File: config.mk
export PLATFORM = sky130hd
export DESIGN_NAME = frv_masked_arith_seq_flat
export DESIGN_NICKNAME = d
export VERILOG_FILES = /design/src/rtl/frv_masked_arith_seq_if.sv /design/src/rtl/frv_masked_arith_seq.sv /design/src/flat_wrapper.sv
export SDC_FILE = /design/constraint.sdc
export NUM_CORES = 1
export LEC_CHECK = 0
export BUFFER_PORTS_ARGS = -buffer_cell sky130_fd_sc_hd__buf_2
export CAP_MARGIN = 10
export CORE_MARGIN = 2
export CORE_UTILIZATION = 40
export CTS_CLUSTER_SIZE = 28
export DETAILED_ROUTE_END_ITERATION = 8
export SLEW_MARGIN = 20
export SYNTH_ARGS = -nofsm -noshare
export SYNTH_HDL_FRONTEND = slang
export SYNTH_SLANG_ARGS = --single-unit
File: constraint.sdc
create_clock -name g_clk -period 14 [get_ports g_clk]
set_clock_uncertainty 0.1 [all_clocks]
set_input_delay 0 -clock g_clk [delete_from_list [all_inputs] [get_ports g_clk]]
set_output_delay 0 -clock g_clk [all_outputs]
set_load 0.005 [all_outputs]
File: src/rtl/frv_masked_arith_seq_if.sv
// frv_masked_arith_seq_if: request, PRNG and response channels of the masked-arithmetic sequencer.
interface frv_masked_arith_seq_if #(parameter int XLEN = 32);
   logic            req_valid;
   logic            req_ready;
   logic [1:0]      req_op;
   logic [XLEN-1:0] req_rs1_lo;
   logic [XLEN-1:0] req_rs1_hi;
   logic [XLEN-1:0] req_rs2_lo;
   logic [XLEN-1:0] req_rs2_hi;
   logic            prng_req;
   logic            prng_valid;
   logic [XLEN-1:0] prng_data;
   logic            rsp_valid;
   logic            rsp_ready;
   logic [XLEN-1:0] rsp_lo;
   logic [XLEN-1:0] rsp_hi;
   modport master (
      output req_valid, req_op, req_rs1_lo, req_rs1_hi, req_rs2_lo, req_rs2_hi,
      output prng_valid, prng_data, rsp_ready,
      input  req_ready, prng_req, rsp_valid, rsp_lo, rsp_hi
   );
   modport slave (
      input  req_valid, req_op, req_rs1_lo, req_rs1_hi, req_rs2_lo, req_rs2_hi,
      input  prng_valid, prng_data, rsp_ready,
      output req_ready, prng_req, rsp_valid, rsp_lo, rsp_hi
   );
endinterface

File: src/rtl/frv_masked_arith_seq.sv
// frv_masked_arith_seq: multi-cycle masked add/sub sequencer sharing one 32-bit adder.
module frv_masked_arith_seq #(
   parameter int XLEN = 32
) (
   input  logic                  g_clk,
   input  logic                  g_reset,
   input  logic                  flush,
   frv_masked_arith_seq_if.slave bus,
   output logic                  busy
);
   typedef enum logic [2:0] {IDLE, RND, EX0, EX1, EX2, EX3, DONE} state_t;
   localparam logic [1:0] OP_UNMASK = 2'd0;
   localparam logic [1:0] OP_MASK   = 2'd1;
   localparam logic [1:0] OP_ADD    = 2'd3;
   state_t          state, nxt;
   logic [1:0]      op;
   logic [XLEN-1:0] a1, a0, b1, b0, r, s1, s0;
   logic [XLEN-1:0] add_x, add_y, sum;
   logic            sub;
   always_ff @(posedge g_clk)
      state <= g_reset ? IDLE : nxt;
   always_comb begin
      nxt = state;
      case (state)
         IDLE:    nxt = bus.req_valid ? (bus.req_op == OP_UNMASK ? EX0 : RND) : IDLE;
         RND:     nxt = bus.prng_valid ? EX0 : RND;
         EX0:     nxt = (op == OP_UNMASK || op == OP_MASK) ? DONE : EX1;
         EX1:     nxt = op == OP_ADD ? EX2 : DONE;
         EX2:     nxt = EX3;
         EX3:     nxt = DONE;
         DONE:    nxt = bus.rsp_ready ? IDLE : DONE;
         default: nxt = IDLE;
      endcase
      if (flush) nxt = IDLE;
   end
   // Subtraction is done on the same adder as x + ~y + 1.
   always_comb begin
      sub   = state == EX0 && op == OP_UNMASK;
      add_x = state == EX0 ? a1 : state == EX1 ? a0 : state == EX2 ? s1 : s0;
      add_y = state == EX0 ? (op == OP_ADD ? b1 : op == OP_UNMASK ? a0 : r) :
              state == EX1 ? (op == OP_ADD ? b0 : r) : r;
      sum   = add_x + (add_y ^ {XLEN{sub}}) + {{(XLEN-1){1'b0}}, sub};
   end
   // Every path back to IDLE wipes all share material.
   always_ff @(posedge g_clk)
      if (g_reset || nxt == IDLE) begin
         op <= '0;
         a1 <= '0;
         a0 <= '0;
         b1 <= '0;
         b0 <= '0;
         r  <= '0;
         s1 <= '0;
         s0 <= '0;
      end else begin
         if (state == IDLE) begin
            op <= bus.req_op;
            a1 <= bus.req_rs1_lo;
            a0 <= bus.req_rs1_hi;
            b1 <= bus.req_rs2_lo;
            b0 <= bus.req_rs2_hi;
         end
         if (state == RND && bus.prng_valid) r <= bus.prng_data;
         if (state == EX0 || state == EX2) s1 <= sum;
         if (state == EX1 || state == EX3) s0 <= sum;
         if (state == EX0 && op == OP_MASK) s0 <= r;
      end
   always_comb begin
      bus.req_ready = state == IDLE;
      bus.prng_req  = state == RND;
      bus.rsp_valid = state == DONE;
      bus.rsp_lo    = state == DONE ? s1 : '0;
      bus.rsp_hi    = state == DONE ? s0 : '0;
      busy          = state != IDLE;
   end
endmodule

File: src/flat_wrapper.sv
// flat-port wrapper written by rule: the top's interface ports become plain ports
module frv_masked_arith_seq_flat 
#(
   parameter int XLEN = 32
)
  (g_clk, g_reset, flush, busy, bus_req_valid, bus_req_op, bus_req_rs1_lo, bus_req_rs1_hi, bus_req_rs2_lo, bus_req_rs2_hi, bus_prng_valid, bus_prng_data, bus_rsp_ready, bus_req_ready, bus_prng_req, bus_rsp_valid, bus_rsp_lo, bus_rsp_hi);
  frv_masked_arith_seq_if #(.XLEN(XLEN)) bus_i ();
  input  logic g_clk;
  input  logic g_reset;
  input  logic flush;
  output logic busy;
  input wire logic [$bits(bus_i.req_valid)-1:0] bus_req_valid;
  input wire logic [$bits(bus_i.req_op)-1:0] bus_req_op;
  input wire logic [$bits(bus_i.req_rs1_lo)-1:0] bus_req_rs1_lo;
  input wire logic [$bits(bus_i.req_rs1_hi)-1:0] bus_req_rs1_hi;
  input wire logic [$bits(bus_i.req_rs2_lo)-1:0] bus_req_rs2_lo;
  input wire logic [$bits(bus_i.req_rs2_hi)-1:0] bus_req_rs2_hi;
  input wire logic [$bits(bus_i.prng_valid)-1:0] bus_prng_valid;
  input wire logic [$bits(bus_i.prng_data)-1:0] bus_prng_data;
  input wire logic [$bits(bus_i.rsp_ready)-1:0] bus_rsp_ready;
  output wire logic [$bits(bus_i.req_ready)-1:0] bus_req_ready;
  output wire logic [$bits(bus_i.prng_req)-1:0] bus_prng_req;
  output wire logic [$bits(bus_i.rsp_valid)-1:0] bus_rsp_valid;
  output wire logic [$bits(bus_i.rsp_lo)-1:0] bus_rsp_lo;
  output wire logic [$bits(bus_i.rsp_hi)-1:0] bus_rsp_hi;
  assign bus_i.req_valid = bus_req_valid;
  assign bus_i.req_op = bus_req_op;
  assign bus_i.req_rs1_lo = bus_req_rs1_lo;
  assign bus_i.req_rs1_hi = bus_req_rs1_hi;
  assign bus_i.req_rs2_lo = bus_req_rs2_lo;
  assign bus_i.req_rs2_hi = bus_req_rs2_hi;
  assign bus_i.prng_valid = bus_prng_valid;
  assign bus_i.prng_data = bus_prng_data;
  assign bus_i.rsp_ready = bus_rsp_ready;
  assign bus_req_ready = bus_i.req_ready;
  assign bus_prng_req = bus_i.prng_req;
  assign bus_rsp_valid = bus_i.rsp_valid;
  assign bus_rsp_lo = bus_i.rsp_lo;
  assign bus_rsp_hi = bus_i.rsp_hi;
  frv_masked_arith_seq #(.XLEN(XLEN)) u_core (.g_clk(g_clk), .g_reset(g_reset), .flush(flush), .bus(bus_i), .busy(busy));
endmodule
-- Yosys cells after proc, flatten, opt, wreduce, memory -nomap -nowiden
Cells that the tools add are included.
- register bits: 229
- bits of input ports: 168
- output and inout bits: 68
- logic and storage cells: 53
- add/sub/neg operators: 2
- equal/unequal tests: 8
- muxes and demuxes: 20
- bitwise operators: 1
- reductions and logical operators: 13
- operator list (operator ; count):
    2-to-1 mux 32 bit ; 12
    adder 32 x 1 -> 32 bit ; 1
    adder 32 bit ; 1
    bitwise XOR 32 bit ; 1
    case mux 3 bit (7 select lines) ; 1
    2-to-1 mux 3 bit ; 4
    equality test 3 bit (second input constant) ; 3
    equality test 3 x 2 -> 1 bit (second input constant) ; 2
    logical NOT 3 bit ; 2
    2-to-1 mux 2 bit ; 3
    logical NOT 2 bit ; 2
    logical OR 1 bit ; 4
    equality test 3 x 1 -> 1 bit (second input constant) ; 1
    logical AND 1 bit ; 3
    nonzero test 3 bit ; 1
    equality test 2 x 1 -> 1 bit (second input constant) ; 1
    equality test 2 bit (second input constant) ; 1
    nonzero test 2 bit ; 1

-- Longest topological paths before layout
- depth in word-level cells: 9
- mapped depth: 20
- gate-level depth less buffers: 15

-- Worst setup path before layout
No wires, ideal clock.
- kind: register to register
- from: reg u_core.state[2]
- to: reg u_core.s1[31]
- library setup time: 79 ps
- arrival: 4275 ps
- data required time: 13821 ps
- path slack: 9546 ps
- cell stages (with the launch flop): 21
- buffers on the path: 6
- period minus slack after synthesis: 4454 ps
- cell sequence: dfxtp_1 buf_4 clkbuf_1 nor3b_1 clkbuf_1 buf_1 mux2i_1 nor2_1 a21oi_1 o21ai_0 ha_1 buf_4 and4_1 buf_6 nand3_4 or4_4 or3_1 o221ai_1 or3b_2 xnor2_1 a211oi_2
- longest elaborated chain between the ends: 6
- elaborated cells on any way between the ends: 21
- classes of those cells: 2 x add/sub; 6 x eq/ne; 7 x mux; 1 x bitwise; 5 x reduce/logical
- RTL lines (what ; RTL line ; text):
    start: declaration ; frv_masked_arith_seq.sv:15 ; state_t state, nxt;
    start signal: assignment ; frv_masked_arith_seq.sv:21 ; state <= g_reset ? IDLE : nxt;
    equality test 3 bit / equality test 3 x 2 -> 1 bit (equally long branches) ; n/a ;
    2-to-1 mux 32 bit (on tied branches) ; frv_masked_arith_seq.sv:39, frv_masked_arith_seq.sv:41 ;
    2-to-1 mux 32 bit (on tied branches) ; frv_masked_arith_seq.sv:39, frv_masked_arith_seq.sv:40 ;
    2-to-1 mux 32 bit / bitwise XOR 32 bit (equally long branches) ; frv_masked_arith_seq.sv:39, frv_masked_arith_seq.sv:42 ;
    adder 32 bit ; frv_masked_arith_seq.sv:42 ; sum = add_x + (add_y ^ {XLEN{sub}}) + {{(XLEN-1){1'b0}}, sub};
    adder 32 x 1 -> 32 bit ; frv_masked_arith_seq.sv:42 ;
    end signal: assignment ; frv_masked_arith_seq.sv:64 ; if (state == EX0 || state == EX2) s1 <= sum;
    end: declaration ; frv_masked_arith_seq.sv:17 ; logic [XLEN-1:0] a1, a0, b1, b0, r, s1, s0;
Parallel ways exist; a longest one is shown, timed or not.
A chain may end at the register's enable or synchronous reset.

-- Worst setup path after layout
- from: reg u_core.state[0]
- to: reg u_core.s1[31]
Same word-level chain as after synthesis.

==> run_results.csv <==
group,metric,value,unit
critical_path,worstReg2RegStart,"u_core.state[0]",
synth,synth_seq_area_share,34.60,%
timing,min_period,5448,ps
critical_path,slowest_delay,740,ps
cells_and_area,num-fill-cells,3166,
critical_path,crit_fanout,28,
global_route,grt_pass1_vias,13360,
placed_design,dp_hpwl,34.65,mm
synth,netlist_area,13250,µm²
critical_path,cp.required,14360,ps
cells_and_area,fin_nets,2358,
critical_path,endpoint_kind,"flip-flop",
synth,synth_cell_types,78,
critical_path,crit_family,"simple AND/OR/NAND/NOR gates",
timing,rsz0062_at_grt,"no",
critical_path,cp.arrival,5810,ps
clock_tree,insertion_delay,560,ps
timing,hold_slack,85.45,ps
hold_path,holdPathEnd,"u_core.s0[0]",
die,fp.dieW,186.0,µm
synth,synth.ff_latch_count,229,
synth,synth_common_cells,"nand2_1 (512), a21oi_1 (255), dfxtp_1 (229), clkbuf_1 (108), o21ai_0 (104)",
routing,vias,14480,
synth,synthFlopType,"dfxtp_1",
placed_design,io_buffer_count,235,
routing,drt_pass1_iterations,5,
hold_path,hold_path_depth,6,
routing,drcViolationCount,0,
clock_tree,cts.sinks,229,
timing,slew-limit-headroom,24.93,%
timing,hold_viol,0,
synth,yosys.area.top_type,"dfxtp_1",
clock_tree,cts_buffer_depth,3,
timing,fmax,183.5,MHz
routing,drt_iter0_markers,1334,
hold_path,hp-class,"in -> reg",
power_and_ir_drop,powerDensity,91.01,nW/µm²
run,maxCapViolations,0,
routing,wl_per_cell,19.04,µm
placed_design,placed_area,14540,µm²
cells_and_area,drive_gt1_share,15.19,%
die,dieHeight,186.0,µm
global_route,grt.total_usage,28.24,%
placed_design,place_inst,2373,
synth,synth_warnings,0,
critical_path,startpoint_type,"flip-flop",
die,initial_utilization,40.72,%
timing,worstMarginPinSlew,1126,ps
synth,synth_nets,2028,
synth,synthCells,1829,
cells_and_area,layoutNonFillerInstCount,2621,
die,boundaryPins,236,
clock_tree,clk_pin_slew,60,ps
clock_tree,htreeDepth,1,
power_and_ir_drop,p_seq_share,43.1,%
die,core,32540,µm²
power_and_ir_drop,combPwrFrac,11.5,%
cells_and_area,final_area,17450,µm²
global_route,antenna_found_initial,0,
power_and_ir_drop,switchingPower,0.0004135,W
clock_tree,tritoncts,"done",
routing,wl,49.90,mm
critical_path,critPathKind,"reg -> reg",
critical_path,slowest_stage,"dfxtp_1",
synth,synth_most_common_cell,"nand2_1",
power_and_ir_drop,ir_worst_vdd,68.52,µV
power_and_ir_drop,p_leak,6.923,nW
critical_path,timing.rr.end,"u_core.s1[31]",
timing,drv_slew,0,
global_route,grt_pass1_wl,76.10,mm
critical_path,r2r.worst_path.cells,14,
critical_path,reg2reg_slack,8550,ps
critical_path,crit_chain,"and3b_2 -> and3_2 -> buf_4 -> mux2i_1 -> o21ai_0 -> ha_1 -> and4_1 -> nand3_4 -> or4_4 -> or3_1 -> o221ai_1 -> or3b_2 -> xnor2_1 -> a211oi_2",
timing,setup_tns,0,ps
synth,synth-edff-count,0,
placed_design,globalplace.congestion,0.9442,
clock_tree,cts_resized,0,
critical_path,path_buf_inv,1,
run_status,outcome,"finished clean",
routing,ant_nets,0,
power_and_ir_drop,p_int,0.001174,W
clock_tree,cts_buffers,27,
timing,finalCritPeriodShare,38.92,%
cells_and_area,antenna_cells,0,
synth,synth_area_leaders,"dfxtp_1 (35%), nand2_1 (15%), a21oi_1 (9.6%), mux2i_1 (7.6%), o21ai_0 (3.9%)",
cells_and_area,area_growth,31.67,%
synth,avgSynthCellArea,7.244,µm²
synth,async_flop_share,0,%
power_and_ir_drop,swShare,26.04,%
global_route,grt_max_degree,107,
timing,setup_viol,0,
synth,synth_top_area_share,34.60,%
die,fp.dieArea,34590,µm²
clock_tree,clockRootBuffer,"clkbuf_16",
die,rows,66,
global_route,grt_overflow,0,
hold_path,hp-start,"flush",
power_and_ir_drop,power.share.clock,45.4,%
routing,vias_per_cell,5.524,
-- cell type report --
class	count	area (µm²)	area share, %
multi-input combinational	1436	8031	46.04
tap	442	553.0	3.170
sequential	229	4589	26.31
inverter	11	43.79	0.2510
timing repair buffer	454	3322	19.04
clock inverter	12	121.4	0.6957
clock buffer	37	784.5	4.497
-- state kept, by name, summed over array words and instances (netlist names) --
name and cells:
u_core.a0 32, u_core.a1 32, u_core.b0 32, u_core.b1 32, u_core.op 2, u_core.r 32, u_core.s0 32, u_core.s1 32
u_core.state 3
-- cell usage in the layout (no fill, tap or decap), types with 4 or more instances in the layout --
cell           netlist  layout
and2_1              71      71
or3_1                6       5
clkinv_2             0       6
nor4_1               9       9
or4_1                4       4
a21oi_1            255     255
o211ai_1            36      36
nor3_1              20      20
a22oi_1             25      25
xnor2_1             13      13
a21o_1              14      14
ha_1                30      30
o21ai_0            104     104
inv_1                9       9
nand2b_1             4       4
a311o_1              4       4
clkbuf_8             0       5
a211o_1              5       5
nor2_1              73      71
a211oi_1             8       8
o221ai_1             9       9
and3_1               6       5
buf_2               30     235
nand4_1             10      10
clkbuf_16            0      28
o22ai_1              7       7
nand2_1            512     512
mux2i_1            101     101
clkbuf_1           108       4
nor2b_1              4       4
or2_2                6       6
dlygate4sd3_1        0     199
a31oi_1              8       7
dfxtp_1            229     227
nand3_1             19      19
xor2_1              10      10
buf_4                3      19
-- stage by stage --
step	power (W)	utilization, %	setup slack (ps)
2_1_floorplan	0.0007816	-	9546
3_3_place_gp	0.0008397	44.70	8785
3_5_place_dp	0.0008412	44.70	8644
4_1_cts	0.001592	53.61	8605
5_1_grt	0.001640	53.62	8248
6_report	0.001588	53.62	8552
-- layer usage --
layer  track usage, %  up-vias  part of all wire, %
li1                 -     6997                    -
met4            6.803        0                  2.2
met1            43.91     6809                   49
met3            4.852       70                  8.7
met2            39.72      602                   40
met5                0        -                    0
-- worst reg2reg max path: stages (launching register included) --
cell and delay (ps):
dfxtp_1 740, and3b_2 700, and3_2 370, buf_4 470, mux2i_1 260, o21ai_0 100
ha_1 540, and4_1 440, nand3_4 120, or4_4 570, or3_1 320, o221ai_1 150
or3b_2 170, xnor2_1 90, a211oi_2 220
-- logic make-up after synthesis --
group | share of synthesized area (%)
and+or+nand+nor | 24.99
adders and majority gates | 2.984
DFF | 34.60
buffers and inverters | 5.071
xor gates and xnor gates | 1.520
muxes | 7.716
AOI/OAI and AO/OA | 23.12
-- how the worst max path moves through the flow --
stage / from / endpoint / slack, ps / depth (start not counted)
2_1_floorplan: u_core.state[2] / u_core.s1[31] / 9550 / 20
3_3_place_gp: u_core.state[0] / u_core.s1[31] / 8790 / 14
3_5_place_dp: u_core.state[0] / u_core.s1[31] / 8640 / 14
4_1_cts: u_core.state[0] / u_core.s1[31] / 8610 / 14
5_1_grt: u_core.state[0] / u_core.s1[31] / 8250 / 14
6_report: u_core.state[0] / u_core.s1[31] / 8550 / 14
-- what timing repair did --
action / 4_1_cts / 5_1_grt
setup buffers: 0 / 0
hold buffers: 199 / 0
hold endpoints to repair: 165 / 0
-- power groups by stage --
stage               Sequential, W  Clock, W  Combinational [W]
floorplan                0.000689         0          0.0000922
global placement         0.000698         0           0.000141
detailed placement       0.000699         0           0.000142
CTS                      0.000684  0.000729           0.000179
global route             0.000686  0.000754           0.000199
finish                   0.000685  0.000720           0.000182
No activity file was read; power rests on OpenSTA's default activity.
